## config.mk

```make
export PLATFORM = sky130hd
export DESIGN_NAME = bram_stream_reader
export DESIGN_NICKNAME = d
export VERILOG_FILES = /design/src/rtl/bram_rd_pkg.sv /design/src/rtl/bram_rd_skid.sv /design/src/rtl/bram_stream_reader.sv
export SDC_FILE = /design/constraint.sdc
export NUM_CORES = 1
export LEC_CHECK = 0
export CAP_MARGIN = 20
export CORE_UTILIZATION = 55
export DETAILED_ROUTE_END_ITERATION = 7
export PLACE_DENSITY_LB_ADDON = 0.2
export SETUP_SLACK_MARGIN = 0.02
export SYNTH_ARGS = -nofsm -noshare
export SYNTH_HDL_FRONTEND = slang
export SYNTH_SLANG_ARGS = --single-unit
```

## constraint.sdc

```tcl
create_clock -name CLK -period 5.8 [get_ports CLK]
set_input_delay 0.87 -clock CLK [delete_from_list [all_inputs] [get_ports CLK]]
set_output_delay 0.87 -clock CLK [all_outputs]
set_load 0.01 [all_outputs]
```

## src/rtl/bram_rd_pkg.sv

```systemverilog
// Shared definitions for the BRAM stream reader: default geometry and FSM states.
// Latency: n/a (package only).
// Backpressure: n/a (package only).
package bram_rd_pkg;

  localparam int DW_DEF  = 128;  // BRAM word width in bits
  localparam int WL_DEF  = 256;  // BRAM depth in words
  localparam int AW_DEF  = 13;   // BRAM byte-address width
  localparam int LEN_MAX = 256;  // requested lengths above this are clipped

  typedef enum logic [1:0] {
    IDLE  = 2'd0,
    RUN   = 2'd1,
    DRAIN = 2'd2
  } rd_state_e;

endpackage

```

## src/rtl/bram_rd_skid.sv

```systemverilog
// Two-entry valid/ready buffer with registered outputs, holding BRAM read data.
// Latency: a push is visible on pop_vld/pop_dat in the cycle after the push edge.
// Backpressure: holds up to two words; the producer must never push into a full
//   buffer unless a pop happens in the same cycle (caller tracks this via occ).
// Ports: CLK/RSTN; push_vld/push_dat/push_last (write side);
//   pop_vld/pop_rdy/pop_dat/pop_last (read side); occ = current entry count.
module bram_rd_skid
  import bram_rd_pkg::*;
#(
  parameter int DW = DW_DEF
) (
  input  logic          CLK,
  input  logic          RSTN,
  input  logic          push_vld,
  input  logic [DW-1:0] push_dat,
  input  logic          push_last,
  output logic          pop_vld,
  input  logic          pop_rdy,
  output logic [DW-1:0] pop_dat,
  output logic          pop_last,
  output logic [1:0]    occ
);

  logic [DW-1:0] head_dat_q;
  logic [DW-1:0] tail_dat_q;
  logic          head_last_q;
  logic          tail_last_q;
  logic [1:0]    occ_q;
  logic          pop;

  assign pop = (occ_q != 2'd0) && pop_rdy;

  always_ff @(posedge CLK or negedge RSTN) begin
    if (!RSTN) begin
      head_dat_q  <= '0;
      tail_dat_q  <= '0;
      head_last_q <= 1'b0;
      tail_last_q <= 1'b0;
      occ_q       <= 2'd0;
    end else begin
      case ({push_vld, pop})
        2'b10: begin
          if (occ_q == 2'd0) begin
            head_dat_q  <= push_dat;
            head_last_q <= push_last;
            occ_q       <= 2'd1;
          end else if (occ_q == 2'd1) begin
            tail_dat_q  <= push_dat;
            tail_last_q <= push_last;
            occ_q       <= 2'd2;
          end
          // occ_q == 2 with no pop cannot occur: reads are only issued when a slot is free
        end
        2'b01: begin
          if (occ_q == 2'd2) begin
            head_dat_q  <= tail_dat_q;
            head_last_q <= tail_last_q;
            occ_q       <= 2'd1;
          end else begin
            // going empty: drop last so it never shows without valid
            head_last_q <= 1'b0;
            occ_q       <= 2'd0;
          end
        end
        2'b11: begin
          if (occ_q == 2'd2) begin
            head_dat_q  <= tail_dat_q;
            head_last_q <= tail_last_q;
            tail_dat_q  <= push_dat;
            tail_last_q <= push_last;
          end else begin
            head_dat_q  <= push_dat;
            head_last_q <= push_last;
          end
        end
        default: ;
      endcase
    end
  end

  assign pop_vld  = (occ_q != 2'd0);
  assign pop_dat  = head_dat_q;
  assign pop_last = head_last_q;
  assign occ      = occ_q;

endmodule

```

## src/rtl/bram_stream_reader.sv

```systemverilog
// Streams len consecutive BRAM words (wrapping at WL) starting at base onto AXI-Stream.
// Latency: start sampled at edge T -> bram_EN in cycle T+1 -> first m_tvalid in cycle T+3.
// Backpressure: reads are throttled so skid entries plus in-flight reads never exceed 2.
// Ports: CLK, RSTN (async active-low); start/base/len request; busy/done status;
//   bram_EN/bram_WE/bram_A/bram_Do BRAM read port; m_t* AXI-Stream master.
// Optional: define BRAM_RD_STALL_CNT_EN to add stall_cnt[31:0], counting cycles with
//   m_tvalid && !m_tready (saturating, cleared on reset and on each accepted start).
module bram_stream_reader
  import bram_rd_pkg::*;
#(
  parameter int DW = DW_DEF,
  parameter int WL = WL_DEF,
  parameter int AW = AW_DEF
) (
  input  logic          CLK,
  input  logic          RSTN,
  input  logic          start,
  input  logic [7:0]    base,
  input  logic [8:0]    len,
  output logic          busy,
  output logic          done,
  output logic          bram_EN,
  output logic [3:0]    bram_WE,
  output logic [AW-1:0] bram_A,
  input  logic [DW-1:0] bram_Do,
  output logic          m_tvalid,
  input  logic          m_tready,
  output logic [DW-1:0] m_tdata,
  output logic          m_tlast
`ifdef BRAM_RD_STALL_CNT_EN
  ,
  output logic [31:0]   stall_cnt
`endif
);

  localparam int IW = $clog2(WL);

  rd_state_e     state_q, state_d;
  logic [IW-1:0] rd_idx_q;
  logic [8:0]    rem_q;
  logic          inflight_q;
  logic          inflight_last_q;
  logic          done_q;
  logic [1:0]    occ;
  logic          pop;
  logic          issue;
  logic          load;
  logic          done_d;
  logic [2:0]    slots;
  logic [8:0]    len_sat;

  assign len_sat = (len > 9'(LEN_MAX)) ? 9'(LEN_MAX) : len;

  // Slots count the beat leaving this cycle as already free; otherwise a
  // streaming transfer would stall every other cycle with only two entries.
  assign pop   = m_tvalid && m_tready;
  assign slots = {1'b0, occ} + {2'b00, inflight_q} - {2'b00, pop};
  assign issue = (state_q == RUN) && (slots < 3'd2);

  always_ff @(posedge CLK or negedge RSTN) begin
    if (!RSTN) state_q <= IDLE;
    else       state_q <= state_d;
  end

  always_comb begin
    state_d = state_q;
    load    = 1'b0;
    done_d  = 1'b0;
    case (state_q)
      IDLE: begin
        if (start) begin
          if (len == 9'd0) begin
            done_d = 1'b1;
          end else begin
            load    = 1'b1;
            state_d = RUN;
          end
        end
      end
      RUN: begin
        if (issue && (rem_q == 9'd1)) state_d = DRAIN;
      end
      DRAIN: begin
        if (pop && m_tlast) begin
          state_d = IDLE;
          done_d  = 1'b1;
        end
      end
      default: state_d = IDLE;
    endcase
  end

  always_ff @(posedge CLK or negedge RSTN) begin
    if (!RSTN) begin
      rd_idx_q        <= '0;
      rem_q           <= 9'd0;
      inflight_q      <= 1'b0;
      inflight_last_q <= 1'b0;
      done_q          <= 1'b0;
    end else begin
      done_q          <= done_d;
      inflight_q      <= issue;
      inflight_last_q <= issue && (rem_q == 9'd1);
      if (load) begin
        rd_idx_q <= IW'(base);
        rem_q    <= len_sat;
      end else if (issue) begin
        rd_idx_q <= (rd_idx_q == IW'(WL - 1)) ? '0 : rd_idx_q + IW'(1);
        rem_q    <= rem_q - 9'd1;
      end
    end
  end

  // Address is only driven while a read is issued, so it idles at zero.
  always_comb begin
    bram_A = '0;
    if (issue) bram_A[IW+1:2] = rd_idx_q;
  end

  assign bram_EN = issue;
  assign bram_WE = 4'b0000;
  assign busy    = (state_q != IDLE);
  assign done    = done_q;

  bram_rd_skid #(
    .DW(DW)
  ) u_skid (
    .CLK      (CLK),
    .RSTN     (RSTN),
    .push_vld (inflight_q),
    .push_dat (bram_Do),
    .push_last(inflight_last_q),
    .pop_vld  (m_tvalid),
    .pop_rdy  (m_tready),
    .pop_dat  (m_tdata),
    .pop_last (m_tlast),
    .occ      (occ)
  );

`ifdef BRAM_RD_STALL_CNT_EN
  logic start_acc;
  assign start_acc = start && (state_q == IDLE);

  always_ff @(posedge CLK or negedge RSTN) begin
    if (!RSTN)                                               stall_cnt <= 32'd0;
    else if (start_acc)                                      stall_cnt <= 32'd0;
    else if (m_tvalid && !m_tready && (stall_cnt != '1))     stall_cnt <= stall_cnt + 32'd1;
  end
`endif

endmodule

```

-- After elaboration in Yosys (flattened, before gate mapping)
Cells that the tools add are included.
- input port bits: 149
- output and inout bits: 150
- word-level logic and storage cells: 93
- flip-flop bits (word level): 282
- reductions and logical operators: 18
- magnitude comparators: 2
- multiplexer cells: 39
- equal/unequal tests: 19
- add/subtract/negate cells: 4
- operator list (cell ; count):
    $mux W128 ; 6
    $pmux W128 S3 ; 1
    $pmux W128 S2 ; 1
    $mux W8 ; 4
    $mux W9 ; 3
    $mux W1 ; 13
    $mux W2 ; 6
    $ne A2 B1 Y1 const B ; 5
    $reduce_bool A2 Y1 ; 5
    $eq A9 B1 Y1 const B ; 1
    $gt A9 B9 Y1 const B ; 1
    $logic_not A9 Y1 ; 1
    $sub A9 B1 Y9 const B ; 1
    $add A8 B1 Y8 const B ; 1
    $eq A2 B2 Y1 const B ; 4
    $eq A8 B8 Y1 const B ; 1
    $ne A2 B2 Y1 const B ; 4
    $reduce_and A4 Y1 ; 2
    $eq A2 B1 Y1 const B ; 3
    $pmux W2 S3 ; 1
    $logic_and A1 B1 Y1 ; 4
    $logic_not A2 Y1 ; 2
    $pmux W1 S2 ; 2
    $pmux W2 S2 ; 1
    other kinds (8) ; 9

-- Logic depth before layout (Yosys ltp)
- word-level depth: 8
- depth in mapped cells: 10
- gate-level depth less buffers: 8

-- Modules after synthesis
Synthesis repeated with hierarchy kept, for this count alone.
- cell total of the unflattened synthesis: 1226
- area, all modules: 13860.8 um^2
- modules (own cells, without submodules) (module ; times used ; area each (um^2) ; cells an instance ; sequential area each (um^2)):
    bram_rd_skid ; 1 ; 12366.9 ; 1057 ; 6506.2
    bram_stream_reader ; 1 ; 1493.9 ; 169 ; 550.5

-- Least setup slack after synthesis
Ideal clock, no wire load.
- path kind: input-to-output
- from: input port m_tready
- to: output port bram_EN
- buffers on the path: 2
- stages: 8
- required time: 4.930 ns
- arrival: 2.514 ns
- slack: 2.416 ns
- cell sequence: buf_4 > and3b_1 > o21ai_0 > fa_1 > and3b_1 > nand2_1 > inv_1 > buf_2
- word-level cells in the longest chain between the ends: 4
- RTL lines (item ; RTL line ; RTL):
    start: declaration ; bram_stream_reader.sv:27 ; input logic m_tready,
    $logic_and A1 B1 Y1 ; bram_stream_reader.sv:56 ; assign pop = m_tvalid && m_tready;
    $sub A3 B1 Y3 ; bram_stream_reader.sv:57 ; assign slots = {1'b0, occ} + {2'b00, inflight_q} - {2'b00, pop};
    $lt A3 B2 Y1 ; bram_stream_reader.sv:58 ; assign issue = (state_q == RUN) && (slots < 3'd2);
    $logic_and A1 B1 Y1 ; bram_stream_reader.sv:58 ;
    end: declaration ; bram_stream_reader.sv:22 ; output logic bram_EN,
Every way passes these cells.

-- Worst setup path in the final report
Ends and elaborated chain as after synthesis.

==> impl_metrics.json <==
{
  "path_delay_family": "buffers and inverters",
  "grt_overflow": 0,
  "r2r-end": "rd_idx_q[6]$_DFFE_PN0P_",
  "clockBufferDepth": 3,
  "track_usage_pct": 23.72,
  "post_cts_resized": 0,
  "dieArea_mm2": 0.02450,
  "coreArea_mm2": 0.02347,
  "post-synth-top-area-cell": "dfrtp_1",
  "max-slew-margin-rel_pct": 31.14,
  "die_h_um": 156.5,
  "r2r-start": "u_skid.occ[0]$_DFFE_PN0P_",
  "cts_sinks": 282,
  "postSynthCellCount": 1034,
  "drv_slew": 0,
  "fmax_ghz": 0.2071,
  "place_ws_ns": 0.9782,
  "maxUsedRoutingLayer": "met4",
  "clk_latency_ns": 0.55,
  "antenna_found_initial": 0,
  "port_buffers": 289,
  "critPathLaunchType": "primary input",
  "grt_pass1_vias": 8794,
  "wl_per_cell_um": 17.98,
  "synth_top_area_share_pct": 53.74,
  "hold_viol": 0,
  "setup_viol": 0,
  "crit_slowest_cell": "clkdlybuf4s50_1",
  "status": "finished clean",
  "place_congestion": 0.8241,
  "drc": 0,
  "drive_above_1_share_pct": 15.89,
  "ys_types": 68,
  "hpwlAfterDp_mm": 18.66,
  "cts_setup_buffers": 0,
  "ys_ff_latch": 282,
  "fin_setup_tns_ns": 0,
  "crit_chain": "clkdlybuf4s50_1 -> and3b_1 -> o21ai_0 -> fa_1 -> and3b_1 -> nand2_1 -> inv_1 -> clkdlybuf4s50_1",
  "num_rows": 56,
  "critPathKind": "primary input to primary output",
  "die_w_um": 156.5,
  "cts_tree": "built",
  "yosysMostFrequentCell": "dfrtp_1",
  "wl_met3_mm": 2.457,
  "worst-r2r-cell-count": 9,
  "cts_hold_buf": 0,
  "power_leakage_uw": 0.008046,
  "grt_max_degree": 137,
  "numCtsBuffers": 31,
  "ir_drop_mv": 0.3771,
  "htreeDepth": 1,
  "tightest_slew_ns": 1.033,
  "max_cap_viol_count": 0,
  "arrival_ns": 3.96,
  "drt-vias-per-instance": 5.366,
  "avgSynthCellArea_um2": 12.70,
  "clock_skew_ns": 0.01039,
  "synth-edff-count": 0,
  "fin_crit_ns": 4.828,
  "yosys_most_used_dff": "dfrtp_1",
  "fin_crit_sh_pct": 83.25,
  "clk_pin_slew_ns": 0.06,
  "r2r_slack_ns": 2.59,
  "final_area_mm2": 0.01692,
  "synth_area_mm2": 0.01313,
  "ant_nets": 0,
  "cts_root_buffer": "clkbuf_16",
  "path_max_fanout": 14,
  "stdcell_count": 1641,
  "ios": 299,
  "nFillCells": 1652,
  "routed_wl_mm": 29.50,
  "firstDrtPassIters": 7,
  "fin_util_pct": 72.09,
  "dr_wl_met2_mm": 13.71,
  "vias": 8805,
  "worst-path-buf-inv": 3,
  "setup_ws_ns": 0.9716,
  "async_reset_ff_share_pct": 100.0,
  "synthTopCellsByArea": "dfrtp_1 54%, mux2_4 13%, mux2i_1 10%, a21oi_1 5.1%, nor2_1 4.1%",
  "hold_path.class": "primary input to async pin",
  "cp-end-kind": "primary output",
  "slowest_delay_ns": 0.68,
  "dpl_cell_area_mm2": 0.01594,
  "num_antenna_cells": 0,
  "dp.cells": 1585,
  "drt-met1-wl_mm": 12.65,
  "crit_required_ns": 4.93,
  "yosysSeqAreaShare_pct": 53.74,
  "grt_setup_unrepaired": "no",
  "drt_iter0_drc": 433,
  "nNetsFinal": 1452,
  "grt_pass1_wl_mm": 46.22,
  "synth_commonest_cells": "282 x dfrtp_1, 143 x nor2_1, 135 x a21oi_1, 132 x mux2i_1, 110 x mux2_4",
  "power_density_mw_per_mm2": 590.7,
  "ys_warn_count": 0,
  "syn_to_final_growth_pct": 28.86,
  "initial_utilization_pct": 55.94
}
placed cells by master, fill, tap and decap left out, drive strengths merged, types with 10 or more instances in the layout:
| master | instances |
|---|---|
| buf | 12 |
| mux2 | 130 |
| a21oi | 135 |
| clkbuf | 47 |
| mux2i | 132 |
| o21ai | 10 |
| dfrtp | 282 |
| clkdlybuf4s50 | 288 |
| and3 | 10 |
| nand2 | 24 |
| nor2 | 143 |
cells by family (layout without fill, tap and decap cells):
| family | Yosys count | after routing | synth area share, % |
|---|---|---|---|
| flops | 282 | 282 | 53.74 |
| mux | 262 | 262 | 24.35 |
| simple gates | 215 | 215 | 7.585 |
| compound gates | 185 | 185 | 8.347 |
| buf+inv | 83 | 363 | 5.374 |
| fa+ha+maj | 4 | 4 | 0.4383 |
| xor+xnor | 2 | 2 | 0.1334 |
| other cells | 1 | 9 | 0.02856 |
routing by layer:
metal / GRT usage (%) / up-vias
met1: 31.01 / 4351
met3: 7.200 / 47
met4: 6.676 / 0
met2: 38.18 / 253
li1: - / 4154
met5: 0 / -
flip-flops by register name, summed over array words and instances (netlist names):
| register | count |
|---|---|
| done | 1 |
| inflight_last_q | 1 |
| inflight_q | 1 |
| rd_idx_q | 8 |
| rem_q | 9 |
| state_q | 2 |
| u_skid.occ | 2 |
| u_skid.pop_dat | 128 |
| u_skid.pop_last | 1 |
| u_skid.tail_dat_q | 128 |
| u_skid.tail_last_q | 1 |
stage by stage:
step / hold slack (ns) / total power [uW]
4_1_cts: 0.3801 / 10070
6_report: 0.3480 / 9995
5_1_grt: 0.4031 / 10610
3_5_place_dp: 0.4911 / 8113
3_3_place_gp: 0.4859 / 7965
2_1_floorplan: 0.4699 / 6488
power by group:
group / internal [uW] / leakage (uW) / switching (uW) / total (uW)
Sequential: 2980 / 0.00326 / 616 / 3590
Clock: 1090 / 0.000491 / 779 / 1870
Combinational: 2480 / 0.00429 / 2050 / 4530
worst max path at each step:
stage	slack, ns	end	depth (start not counted)	start
CTS	0.97	bram_EN	8	m_tready
floorplan	2.42	bram_EN	8	m_tready
detailed placement	0.98	bram_EN	8	m_tready
global route	0.71	bram_EN	8	m_tready
finish	0.97	bram_EN	8	m_tready
global placement	1.05	bram_EN	8	m_tready
cell type report:
| type | count | area, um2 | share of cell area (%) |
|---|---|---|---|
| Clock buffer | 47 | 925.9 | 5.472 |
| Clock inverter | 9 | 52.55 | 0.3106 |
| Inverter | 7 | 26.28 | 0.1553 |
| Multi-Input combinational cell | 677 | 5418 | 32.02 |
| Sequential cell | 282 | 7057 | 41.70 |
| Tap cell | 319 | 399.1 | 2.359 |
| Timing Repair Buffer | 300 | 3043 | 17.98 |
No activity file was read; power rests on OpenSTA's default activity.
